[config.mk]
export PLATFORM = sky130hd
export DESIGN_NAME = mod_inverse_sm
export DESIGN_NICKNAME = d
export VERILOG_FILES = /design/src/rtl/rsa_pkg.sv /design/src/rtl/divider_sm.sv /design/src/rtl/mod_inverse_sm.sv
export SDC_FILE = /design/constraint.sdc
export NUM_CORES = 1
export LEC_CHECK = 0
export ABC_CLOCK_PERIOD_IN_PS = 5200
export BUFFER_PORTS_ARGS = -buffer_cell sky130_fd_sc_hd__buf_2
export CAP_MARGIN = 15
export CORE_MARGIN = 2
export CORE_UTILIZATION = 40
export DETAILED_ROUTE_END_ITERATION = 10
export GPL_TIMING_DRIVEN = 0
export SLEW_MARGIN = 20
export SYNTH_ARGS = -nofsm -noshare
export SYNTH_HDL_FRONTEND = slang
export SYNTH_SLANG_ARGS = --single-unit
[constraint.sdc]
create_clock -name clk -period 5.2 [get_ports clk]
set_input_delay 1.3 -clock clk [delete_from_list [all_inputs] [get_ports clk]]
set_output_delay 1.3 -clock clk [all_outputs]
set_load 0.005 [all_outputs]
[src/rtl/rsa_pkg.sv]
// Shared RSA key-generation types: operand width and modular-inverse FSM states.
package rsa_pkg;
    localparam int RSA_WIDTH = 32;

    typedef enum logic [2:0] {
        RESET,
        WAIT,
        LOAD,
        DIVIDE,
        MULT,
        UPDATE,
        FINAL,
        FINISHED
    } inv_state_t;
endpackage

[src/rtl/divider_sm.sv]
// Restoring unsigned divider, one quotient bit per cycle; div_done pulses
// WIDTH+1 cycles after div_start is sampled, quot/rem then hold until next start.
module divider_sm #(
    parameter int WIDTH = 32
) (
    input  logic             clk,
    input  logic             reset_n,
    input  logic             div_start,
    input  logic [WIDTH-1:0] num,
    input  logic [WIDTH-1:0] den,
    output logic [WIDTH-1:0] quot,
    output logic [WIDTH-1:0] rem,
    output logic             div_done
);
    localparam int CW = $clog2(WIDTH + 1);

    logic             busy_q, busy_d;
    logic [CW-1:0]    cnt_q, cnt_d;
    logic [WIDTH-1:0] quot_q, quot_d;
    logic [WIDTH-1:0] rem_q, rem_d;
    logic [WIDTH-1:0] den_q, den_d;
    logic             done_q, done_d;
    logic [WIDTH:0]   rem_shift;

    // The dividend bits leave the top of quot_q as quotient bits enter at the bottom.
    assign rem_shift = {rem_q, quot_q[WIDTH-1]};

    always_comb begin
        busy_d = busy_q;
        cnt_d  = cnt_q;
        quot_d = quot_q;
        rem_d  = rem_q;
        den_d  = den_q;
        done_d = 1'b0;
        if (div_start) begin
            busy_d = 1'b1;
            cnt_d  = CW'(WIDTH);
            quot_d = num;
            rem_d  = '0;
            den_d  = den;
        end else if (busy_q) begin
            if (rem_shift >= {1'b0, den_q}) begin
                rem_d  = WIDTH'(rem_shift - {1'b0, den_q});
                quot_d = {quot_q[WIDTH-2:0], 1'b1};
            end else begin
                rem_d  = rem_shift[WIDTH-1:0];
                quot_d = {quot_q[WIDTH-2:0], 1'b0};
            end
            cnt_d = cnt_q - CW'(1);
            if (cnt_q == CW'(1)) begin
                busy_d = 1'b0;
                done_d = 1'b1;
            end
        end
    end

    always_ff @(posedge clk or negedge reset_n) begin
        if (!reset_n) begin
            busy_q <= 1'b0;
            cnt_q  <= '0;
            quot_q <= '0;
            rem_q  <= '0;
            den_q  <= '0;
            done_q <= 1'b0;
        end else begin
            busy_q <= busy_d;
            cnt_q  <= cnt_d;
            quot_q <= quot_d;
            rem_q  <= rem_d;
            den_q  <= den_d;
            done_q <= done_d;
        end
    end

    assign quot     = quot_q;
    assign rem      = rem_q;
    assign div_done = done_q;
endmodule

[src/rtl/mod_inverse_sm.sv]
// Computes d = e^-1 mod phi with the iterative extended Euclidean algorithm:
// serial divide, serial shift-add multiply, then register update per iteration.
module mod_inverse_sm
    import rsa_pkg::*;
#(
    parameter int WIDTH = RSA_WIDTH
) (
    input  logic             clk,
    input  logic             reset_n,
    input  logic             inv_ready,
    input  logic [WIDTH-1:0] phi_in,
    input  logic [WIDTH-1:0] e_in,
    output logic [WIDTH-1:0] d_out,
    output logic             inv_done,
    output logic             inv_error
);
    localparam int CW = $clog2(WIDTH + 1);

    inv_state_t              state_q, state_d;
    logic [WIDTH-1:0]        phi_q, phi_d;
    logic [WIDTH-1:0]        r0_q, r0_d, r1_q, r1_d;
    logic signed [WIDTH:0]   t0_q, t0_d, t1_q, t1_d;
    logic [WIDTH-1:0]        q_q, q_d, rem_q, rem_d;
    logic signed [WIDTH:0]   mcand_q, mcand_d, p_q, p_d;
    logic [CW-1:0]           bit_cnt_q, bit_cnt_d;
    logic                    div_busy_q, div_busy_d;
    logic [WIDTH-1:0]        d_q, d_d;
    logic                    err_q, err_d, done_q, done_d;
    logic                    div_start, div_done;
    logic [WIDTH-1:0]        div_quot, div_rem;
    logic signed [WIDTH:0]   t0_wrap;

    assign t0_wrap = t0_q + $signed({1'b0, phi_q});

    divider_sm #(.WIDTH(WIDTH)) u_div (
        .clk      (clk),
        .reset_n  (reset_n),
        .div_start(div_start),
        .num      (r0_q),
        .den      (r1_q),
        .quot     (div_quot),
        .rem      (div_rem),
        .div_done (div_done)
    );

    always_comb begin
        state_d    = state_q;
        phi_d      = phi_q;
        r0_d       = r0_q;
        r1_d       = r1_q;
        t0_d       = t0_q;
        t1_d       = t1_q;
        q_d        = q_q;
        rem_d      = rem_q;
        mcand_d    = mcand_q;
        p_d        = p_q;
        bit_cnt_d  = bit_cnt_q;
        div_busy_d = div_busy_q;
        d_d        = d_q;
        err_d      = err_q;
        done_d     = done_q;
        div_start  = 1'b0;
        case (state_q)
            RESET: state_d = WAIT;
            WAIT: if (inv_ready) state_d = LOAD;
            LOAD: begin
                phi_d = phi_in;
                r0_d  = phi_in;
                r1_d  = e_in;
                t0_d  = '0;
                t1_d  = {{WIDTH{1'b0}}, 1'b1};
                if (phi_in == '0 || e_in == '0) begin
                    // r0 = 0 makes FINAL report "no inverse" regardless of the other operand.
                    r0_d    = '0;
                    state_d = FINAL;
                end else begin
                    state_d = DIVIDE;
                end
            end
            DIVIDE: begin
                if (!div_busy_q) begin
                    div_start  = 1'b1;
                    div_busy_d = 1'b1;
                end else if (div_done) begin
                    div_busy_d = 1'b0;
                    q_d        = div_quot;
                    rem_d      = div_rem;
                    mcand_d    = t1_q;
                    p_d        = '0;
                    bit_cnt_d  = CW'(WIDTH);
                    state_d    = MULT;
                end
            end
            MULT: begin
                // Two's-complement wrap in p/mcand is harmless: the true product fits in WIDTH+1 bits.
                if (q_q[0]) p_d = p_q + mcand_q;
                mcand_d   = mcand_q <<< 1;
                q_d       = q_q >> 1;
                bit_cnt_d = bit_cnt_q - CW'(1);
                if (bit_cnt_q == CW'(1)) state_d = UPDATE;
            end
            UPDATE: begin
                r0_d    = r1_q;
                r1_d    = rem_q;
                t0_d    = t1_q;
                t1_d    = t0_q - p_q;
                state_d = (rem_q == '0) ? FINAL : DIVIDE;
            end
            FINAL: begin
                err_d = (r0_q != WIDTH'(1));
                if (r0_q != WIDTH'(1)) d_d = '0;
                else if (t0_q[WIDTH])  d_d = t0_wrap[WIDTH-1:0];
                else                   d_d = t0_q[WIDTH-1:0];
                done_d  = 1'b1;
                state_d = FINISHED;
            end
            FINISHED: begin
                if (!inv_ready) begin
                    done_d  = 1'b0;
                    err_d   = 1'b0;
                    state_d = WAIT;
                end
            end
            default: state_d = RESET;
        endcase
    end

    always_ff @(posedge clk or negedge reset_n) begin
        if (!reset_n) begin
            state_q    <= RESET;
            phi_q      <= '0;
            r0_q       <= '0;
            r1_q       <= '0;
            t0_q       <= '0;
            t1_q       <= '0;
            q_q        <= '0;
            rem_q      <= '0;
            mcand_q    <= '0;
            p_q        <= '0;
            bit_cnt_q  <= '0;
            div_busy_q <= 1'b0;
            d_q        <= '0;
            err_q      <= 1'b0;
            done_q     <= 1'b0;
        end else begin
            state_q    <= state_d;
            phi_q      <= phi_d;
            r0_q       <= r0_d;
            r1_q       <= r1_d;
            t0_q       <= t0_d;
            t1_q       <= t1_d;
            q_q        <= q_d;
            rem_q      <= rem_d;
            mcand_q    <= mcand_d;
            p_q        <= p_d;
            bit_cnt_q  <= bit_cnt_d;
            div_busy_q <= div_busy_d;
            d_q        <= d_d;
            err_q      <= err_d;
            done_q     <= done_d;
        end
    end

    assign d_out     = d_q;
    assign inv_done  = done_q;
    assign inv_error = err_q;
endmodule

# ---- Word level (Yosys, flattened, before mapping)
# Index checks and enable logic that the tools add are counted.
dict set report totals {
  ff_bits 440
  out_inout_bits 34
  word_cells 107
  in_bits 67
}
dict set report op_classes {
  mux 49
  add_sub_neg 6
  reduce_logical 14
  eq_ne 16
  magnitude_cmp 1
}
# operator count
set ops {}
lappend ops {{32-bit 2-to-1 mux} 10}
lappend ops {{33-bit case mux with 2 select lines} 4}
lappend ops {{32-bit case mux with 2 select lines} 3}
lappend ops {{33-bit 2-to-1 mux} 5}
lappend ops {{32-bit zero test} 3}
lappend ops {{33-bit adder} 1}
lappend ops {{33-bit by 32-bit >= comparator with 1-bit output} 1}
lappend ops {{33-bit subtractor} 1}
lappend ops {{32-bit adder} 1}
lappend ops {{32-bit by 1-bit != test with 1-bit output, second input constant} 1}
lappend ops {{32-bit subtractor} 1}
lappend ops {{6-bit 2-to-1 mux} 4}
lappend ops {{3-bit case mux with 8 select lines} 1}
lappend ops {{3-bit 2-to-1 mux} 7}
lappend ops {{3-bit == test, second input constant} 4}
lappend ops {{6-bit by 1-bit == test with 1-bit output, second input constant} 2}
lappend ops {{1-bit 2-to-1 mux} 12}
lappend ops {{6-bit case mux with 2 select lines} 1}
lappend ops {{6-bit by 1-bit subtractor with 6-bit output, second input constant} 2}
lappend ops {{2-bit != test, second input constant} 5}
lappend ops {{2-bit nonzero test} 4}
lappend ops {{3-bit by 2-bit == test with 1-bit output, second input constant} 2}
lappend ops {{3-bit AND reduction} 2}
lappend ops {{5-bit AND reduction} 1}
lappend ops {{other kinds (7)} 8}

# ---- Depth between registers and ports, before layout
# Gate-level depths: netlist of run 1.
dict set report logic_depth {
  depth_word 4
  mapped_depth 14
  depth_no_buf 14
}

# ---- Hierarchy
# From an unflattened synthesis of run 1, not the netlist that was laid out.
dict set report unflattened {
  cells_unflattened 2866
  hier_area_um2 24907.6
}
# module cells_each n_inst seq_area_each_um2 area_per_inst_um2
set by_module_without_submodules {}
lappend by_module_without_submodules {mod_inverse_sm 2107 1 8408.1 18393.9}
lappend by_module_without_submodules {divider_sm 759 1 2602.5 6513.7}

# ---- Worst setup path after synthesis of run 1
# No wires, ideal clock.
dict set report synth_path {
  kind {reg-to-reg}
  startpoint {register t0_q[0]}
  endpoint {register t1_q[32]}
  path_slack_ps 1778
  setup_ps 124
  path_stages_with_launch 15
  t_required_ps 5076
  period_less_slack_ps 3422
  n_path_buf 0
  t_arrival_ps 3298
  cell_sequence {dfrtp_1 -> inv_1 -> ha_1 -> inv_1 -> fa_1 -> a21o_1 -> a21o_1 -> a2111oi_4 -> o2111a_2 -> nor2_2 -> a211o_1 -> a31o_1 -> a2111oi_4 -> nor4_1 -> a211o_1}
}
dict set report synth_via {
  elab_chain_len 2
}
# element line
set synth_lines {}
lappend synth_lines {{start, declared} mod_inverse_sm.sv:22} ;# logic signed [WIDTH:0] t0_q, t0_d, t1_q, t1_d;
lappend synth_lines {{start signal, assigned} mod_inverse_sm.sv:150} ;# t0_q <= t0_d;
lappend synth_lines {{33-bit subtractor} mod_inverse_sm.sv:106} ;# t1_d = t0_q - p_q;
lappend synth_lines {{33-bit case mux with 2 select lines} mod_inverse_sm.sv:63} ;# case (state_q)
lappend synth_lines {{end signal, assigned} mod_inverse_sm.sv:151} ;# t1_q <= t1_d;
lappend synth_lines {{end, declared} mod_inverse_sm.sv:22}
# Every way passes these cells.
# A chain may end at the register's enable or synchronous reset.

# ---- Worst setup path after layout of run 1
dict set report layout_path {
  startpoint {register u_div.rem_q[1] (netlist: u_div.rem[1])}
  endpoint {register u_div.rem_q[28] (netlist: u_div.rem[28])}
}
dict set report layout_via {
  elab_chain_len 4
  word_cells_on_any_way 5
  classes_between {1 x add/sub; 1 x order compare; 3 x mux}
}
# element line
set layout_lines {}
lappend layout_lines {{start, declared} divider_sm.sv:20} ;# logic [WIDTH-1:0] rem_q, rem_d;
lappend layout_lines {{start signal, assigned} divider_sm.sv:69} ;# rem_q <= rem_d;
lappend layout_lines {{32-bit subtractor or 33-bit by 32-bit >= comparator with 1-bit output (tied branches)} {divider_sm.sv:43, divider_sm.sv:42}}
lappend layout_lines {{32-bit 2-to-1 mux (*)} divider_sm.sv:42} ;# if (rem_shift >= {1'b0, den_q}) begin
lappend layout_lines {{32-bit 2-to-1 mux (*)} divider_sm.sv:41} ;# end else if (busy_q) begin
lappend layout_lines {{32-bit 2-to-1 mux (*)} divider_sm.sv:35} ;# if (div_start) begin
# Mark *: on every way between the ends. The rest lies on a longest branch, timed or not. The select of a mux whose other input is x is not followed.

==> metrics.txt, run 1 <==
M2 GR Usage=39.5%; first-pass GRT wire length=126,000 µm; CP Data Required Time=5.71 ns; Slew headroom=25.9%; largest net degree at the start of global routing=95; I/O Buffers=100; Post-synth ARST share=100%; synthesized instance count=2,706; htree depth=2; EDFF count, synth=0; total number of vias=21.3k; Slew Viols, Final=0; clk buf depth=3; final setup violation count=0; leakage=13.1 nW; initial DRC count=2,089; Root Driver=clkbuf_16; Least-Margin Pin Slew=1.11 ns; most frequent cells in the layout=nand2_1, dfrtp_1, o21ai_0; most common cell after layout, fill and taps aside=nand2_1; Clk pin slew, worst setup/hold paths=0.06 ns; clock buffer count from CTS=51; post-synth net total=2,908; post-route ant nets=0; Area Overhead vs Synth=13.6%; Routed Wire Length=81,100 µm; worst setup path class=flop to flop; fraction of layout cells with a size suffix above 1=8.37%; Syn Area/Cell=9.16 µm²; number of max-cap violations=0; I/O Pins=101; DRT Pass-1 Iters=8; met1 global-route usage=36.1%; gr ovfl total=0; total die area=0.0640 mm²; status=finished clean; final-stage net count=3,066; Non-Filler Instances=3,694; CP arrival=4.46 ns; All-Layer GR Usage=25.6%; die extent in y=253 µm; Detailed Place HPWL=62,000 µm; Chip Width=253 µm; Inst Count DP=3,601; crit start category=flop; Cell Area, Synth=0.0248 mm²; skew final=0.0484 ns; pwr dens=691 mW/mm²; # resized after CTS=0; RSZ-0062 raised after global routing=no; flops & latches, synth=440; initial antenna violation count=3; slowest library cell on the worst path=o31ai_4; clk sinks=440; residual DRC count=0; Critical Path End Type=flop; TritonCTS clock tree=done; Hold-fix buffers, CTS=0; Placer Congestion=0.942; setup_tns=0 ns; Hold Crit Class=flop to flop; Buf+Inv Stages, Crit Path=1; post-synth cell types=71; # rows=91; vias per cell=5.78; GRT busiest layer=met2; CP cell instances=ha_1 -> o21ai_0 -> a21boi_1 -> nor3_1 -> o21ai_1 -> a31oi_1 -> o21a_1 -> o31ai_4 -> buf_2 -> o311ai_0 -> a21oi_1; Main synth FF type=dfrtp_1; final hold violations=0; Max Fanout on Critical Path=10; delay-heaviest family, CP=compound AO/OA/AOI/OAI gates; Starting Density=40.3%; Max Clock Freq=253 MHz; sequential element share of the synthesized area=44.4%; Post-CTS Setup Bufs=0; CP peak stage delay=0.50 ns; met3 Use GR=3.75%; Tmin final=3.95 ns; drt wl/cell=21.9 µm; Core Box Area=0.0615 mm²; VDD IR-drop max=0.357 mV; vias in the first global route=21.3k; Clock Latency Late Sink=0.63 ns; Synth Warn #=0; Final period util=75.9%
routing by layer:
metal	part of all wire (%)	up-vias	wire [µm]
li1	-	9986	-
met1	45	10400	36200
met2	44	806	36000
met3	7.1	141	5790
met4	3.8	2	3120
met5	0.016	-	13
worst paths after layout:
check,end,cells past startpoint,slack [ns],from
setup / recovery,u_div.rem[28]$_DFFE_PN0P_,11,1.25,u_div.rem[1]$_DFFE_PN0P_
hold reg to reg,d_out[2]$_DFFE_PN0P_,2,0.47,d_out[2]$_DFFE_PN0P_
hold / removal,d_out[2]$_DFFE_PN0P_,2,0.47,d_out[2]$_DFFE_PN0P_
max in group asynchronous,mcand_q[28]$_DFFE_PN0P_,4,2.99,reset_n
min in group asynchronous,u_div.rem[20]$_DFFE_PN0P_,1,0.60,reset_n
setup reg to reg,u_div.rem[28]$_DFFE_PN0P_,11,1.25,u_div.rem[1]$_DFFE_PN0P_
layout make-up:
cell class / instances / area (µm²)
timing repair buffer: 105 / 648
buffer: 138 / 529
inverter: 141 / 529
fill: 5976 / 33300
antenna: 1 / 2.50
tap: 790 / 988
clock buffer: 74 / 1470
multi-input combinational: 1987 / 12700
sequential: 440 / 11000
clock inverter: 18 / 264
tightest hold or removal path, delay by kind of cell (launching register included):
kind / cells / cell delay [ns]
and+or+nand+nor: 1 / 0.05
AOI/OAI and AO/OA: 1 / 0.06
DFF: 1 / 0.33
logic make-up (layout without fill, tap and decap cells):
group / after synthesis / in the layout / synth area share [%]
fa+ha+maj: 135 / 135 / 6.93
compound gates: 773 / 773 / 19.9
mux: 146 / 146 / 6.08
buf+inv: 279 / 476 / 4.27
flops: 440 / 440 / 44.4
xor+xnor: 115 / 115 / 4.06
other cells: 0 / 1 / 0
simple gates: 818 / 818 / 14.4
synthesized netlist by cell type, types with 6 or more instances:
master | number | area, µm²
o21a_1 | 18 | 135
a31oi_1 | 79 | 494
nand2_1 | 479 | 1800
a22o_1 | 41 | 359
a211oi_1 | 9 | 67.6
o21ai_0 | 272 | 1360
nor4_1 | 36 | 225
and2_1 | 9 | 56.3
inv_1 | 141 | 529
nor3_1 | 13 | 65.1
or3_1 | 6 | 37.5
nand2b_1 | 19 | 119
a222oi_1 | 32 | 320
o31ai_1 | 13 | 97.6
buf_1 | 17 | 63.8
dfrtp_1 | 440 | 11000
o211ai_1 | 11 | 82.6
o21bai_1 | 20 | 150
nor3b_1 | 6 | 45.0
mux2i_1 | 109 | 1090
clkbuf_1 | 116 | 435
a21boi_0 | 8 | 60.1
xor2_1 | 48 | 420
nor2b_1 | 16 | 100
a21o_1 | 56 | 420
and4_1 | 7 | 61.3
a211o_1 | 6 | 52.6
nand3_1 | 30 | 150
nor2_1 | 140 | 526
nand4_1 | 29 | 181
or2_2 | 8 | 50.1
a21oi_1 | 147 | 736
and3_1 | 8 | 50.1
ha_1 | 131 | 1640
mux2_2 | 37 | 417
a22oi_1 | 9 | 67.6
xnor2_1 | 67 | 587
flip-flops by register name, summed over array words and instances, names as in the netlist, 32 cells and up:
| register | cells |
|---|---|
| p_q | 33 |
| d_out | 32 |
| t1_q | 33 |
| mcand_q | 33 |
| r0_q | 32 |
| u_div.den_q | 32 |
| r1_q | 32 |
| phi_q | 32 |
| rem_q | 32 |
| u_div.quot | 32 |
| q_q | 32 |
| t0_q | 33 |
| u_div.rem | 32 |
power breakdown:
| part | leakage, nW | switching, W | internal, W |
|---|---|---|---|
| Combinational | 6.63 | 0.00549 | 0.00413 |
| Sequential | 5.63 | 0.00133 | 0.00475 |
| Clock | 0.847 | 0.00153 | 0.00222 |
per-stage QoR:
step                worst slack, ns  power [W]  cell area [µm²]  hold WS, ns  utilization (%)
floorplan                      1.78     0.0129            24800        0.450                -
global placement              -6.09     0.0153            26300        0.464             42.7
detailed placement             1.32     0.0156            26400        0.468             43.0
CTS                            1.33     0.0194            28200        0.479             45.8
global route                  0.951     0.0208            28200        0.502             45.8
finish                         1.25     0.0194            28200        0.472             45.8
Note: power is estimated with default switching activity, not from simulation.
==> inputs of run 2 (changes only) <==
--- a/config.mk
+++ b/config.mk
@@ -5,7 +5,8 @@
 export SDC_FILE = /design/constraint.sdc
 export NUM_CORES = 1
 export LEC_CHECK = 0
-export ABC_CLOCK_PERIOD_IN_PS = 5200
+export ABC_AREA = 1
+export ABC_CLOCK_PERIOD_IN_PS = 3300
 export BUFFER_PORTS_ARGS = -buffer_cell sky130_fd_sc_hd__buf_2
 export CAP_MARGIN = 15
 export CORE_MARGIN = 2
==> constraint.sdc (replaced) <==
create_clock -name clk -period 3.3 [get_ports clk]
set_input_delay 0.825 -clock clk [delete_from_list [all_inputs] [get_ports clk]]
set_output_delay 0.825 -clock clk [all_outputs]
set_load 0.005 [all_outputs]
==> metrics.txt, run 2 <==
I/O Buffers=100; main area contributors after synthesis=dfrtp_1, nand2_1, inv_1; post-synth cell types=43; # rows=96; Max Clock Freq=350 MHz; worst setup path startpoint=p_q[0]$_DFFE_PN0P_; Hold-fix buffers, CTS=0; total number of vias=26.2k; largest net degree at the start of global routing=99; top cells by count, synth=nand2_1, inv_1, dfrtp_1; CP arrival=3.33 ns; Hold Crit Class=input port to async pin; Least-Margin Pin Slew=0.912 ns; sequential element share of the synthesized area=39.8%; Post-synth ARST share=100%; Yosys top cell area share=39.8%; CP Data Required Time=3.78 ns; leakage=16.2 nW; drt wl/cell=19.2 µm; Main synth FF type=dfrtp_1; most frequent cells in the layout=nand2_1, inv_1, dfrtp_1; VDD IR-drop max=0.541 mV; fraction of layout cells with a size suffix above 1=6.84%; EDFF count, synth=0; Cell Area, Synth=0.0277 mm²; clk sinks=440; crit start category=flop; initial antenna violation count=1; flops & latches, synth=440; RSZ-0062 raised after global routing=no; clock buffer count from CTS=48; Starting Density=40.3%; Chip Width=267 µm; initial DRC count=2,330; DRT Pass-1 Iters=6; final hold violations=0; post-synth net total=4,100; n_diodes=0; Core Box Area=0.0686 mm²; skew final=0.0298 ns; Clock Latency Late Sink=0.61 ns; first-pass GRT wire length=148,000 µm; Synth Warn #=0; final-stage net count=4,254; gr ovfl total=0; Slew headroom=39.2%; Area Overhead vs Synth=12.6%; R2R setup slack=0.44 ns; final setup violation count=0; TritonCTS clock tree=done; I/O Pins=101; Root Driver=clkbuf_16; number of max-cap violations=0; Syn Area/Cell=7.10 µm²; die extent in y=267 µm; R2R depth=13; residual DRC count=0; Final period util=86.6%; Post-CTS Setup Bufs=0; most common cell in the netlist=nand2_1; vias per cell=5.22; Critical Path End Type=flop; Placer Congestion=0.988; vias in the first global route=24.9k; All-Layer GR Usage=27.2%; worst setup path class=flop to flop; Detailed Place HPWL=77,300 µm; Routed Wire Length=96,400 µm; total die area=0.0713 mm²; post-synth top area cell=dfrtp_1; most common cell after layout, fill and taps aside=nand2_1; reg-to-reg endpoint=p_q[30]$_DFFE_PN0P_; Slew Viols, Final=0; Layout Utilization=45.4%; # resized after CTS=0; post-route cell area=0.0312 mm²; clk buf depth=3; synthesized instance count=3,898; RR Startpoint=p_q[0]$_DFFE_PN0P_; DP Area=0.0295 mm²; pwr dens=740 mW/mm²; post-route ant nets=0; htree depth=2; status=finished clean; Clk pin slew, worst setup/hold paths=0.06 ns; Tmin final=2.86 ns; Max Fanout on Critical Path=5
-- run 2: cell type report --
class | instances | area [µm²]
multi-input cells | 2748 | 13900
well taps | 931 | 1160
inverters | 584 | 2190
repair buffers | 104 | 621
fillers | 7046 | 37400
clock buffers | 72 | 1450
flip-flops and latches | 440 | 11000
plain buffers | 126 | 576
clock inverters | 17 | 254
-- run 2: power by group --
group,switching (W),total (W),internal (W)
logic,0.00643,0.00968,0.00325
registers,0.000837,0.00760,0.00676
clock network,0.00238,0.00577,0.00339
total,0.00965,0.0231,0.0134
-- run 2: worst max path at each step --
stage                                      endpoint  slack, ns  depth (start not counted)
after floorplan                 p_q[30]$_DFFE_PN0P_       1.29                         13
after global placement    u_div.rem[24]$_DFFE_PN0P_      -7.65                          1
after global routing            p_q[30]$_DFFE_PN0P_       0.26                         13
final                           p_q[30]$_DFFE_PN0P_       0.44                         13
after CTS                       p_q[30]$_DFFE_PN0P_       0.48                         13
after detailed placement        r0_q[7]$_DFFE_PN0P_       0.39                          8
-- run 2: critical path: stages (launching register included) --
cell and delay (ns):
dfrtp_1 0.38, ha_1 0.23, inv_1 0.07, fa_1 0.42, o21ai_0 0.62, nand2_1 0.14
nand2_1 0.15, nand3_1 0.08, nand2_1 0.23, nand2_1 0.14, nand2_1 0.09, nand2_1 0.05
nand3_1 0.07, nand2_1 0.06
-- run 2: routing by layer --
metal  part of all wire (%)  vias up  GRT usage (%)
li1                       -    12900              -
met1                     46    12300           37.7
met2                     45      787           44.1
met3                    5.5      156           3.21
met4                    3.6        0           9.37
met5                      0        -              0
-- run 2: cell families after synthesis --
| group | after synthesis | synth area share (%) |
|---|---|---|
| AND/OR/NAND/NOR | 1846 | 27.4 |
| flip-flops | 440 | 39.8 |
| AO/OA/AOI/OAI | 732 | 15.4 |
| XOR/XNOR | 35 | 1.11 |
| buffers and inverters | 710 | 10.0 |
| adder cells (fa/ha/maj) | 135 | 6.21 |
-- run 2: stage by stage --
step / setup slack (ns) / total power (W) / cells / TNS, ns / hold slack, ns
after floorplan: 1.29 / 0.0143 / 3898 / 0 / 0.448
after global placement: -7.65 / 0.0171 / 4929 / -3347.78 / 0.454
after detailed placement: 0.390 / 0.0172 / 4933 / 0 / 0.462
after CTS: 0.479 / 0.0230 / 5022 / 0 / 0.208
after global routing: 0.260 / 0.0248 / 5022 / 0 / 0.256
final: 0.442 / 0.0231 / 5022 / 0 / 0.219
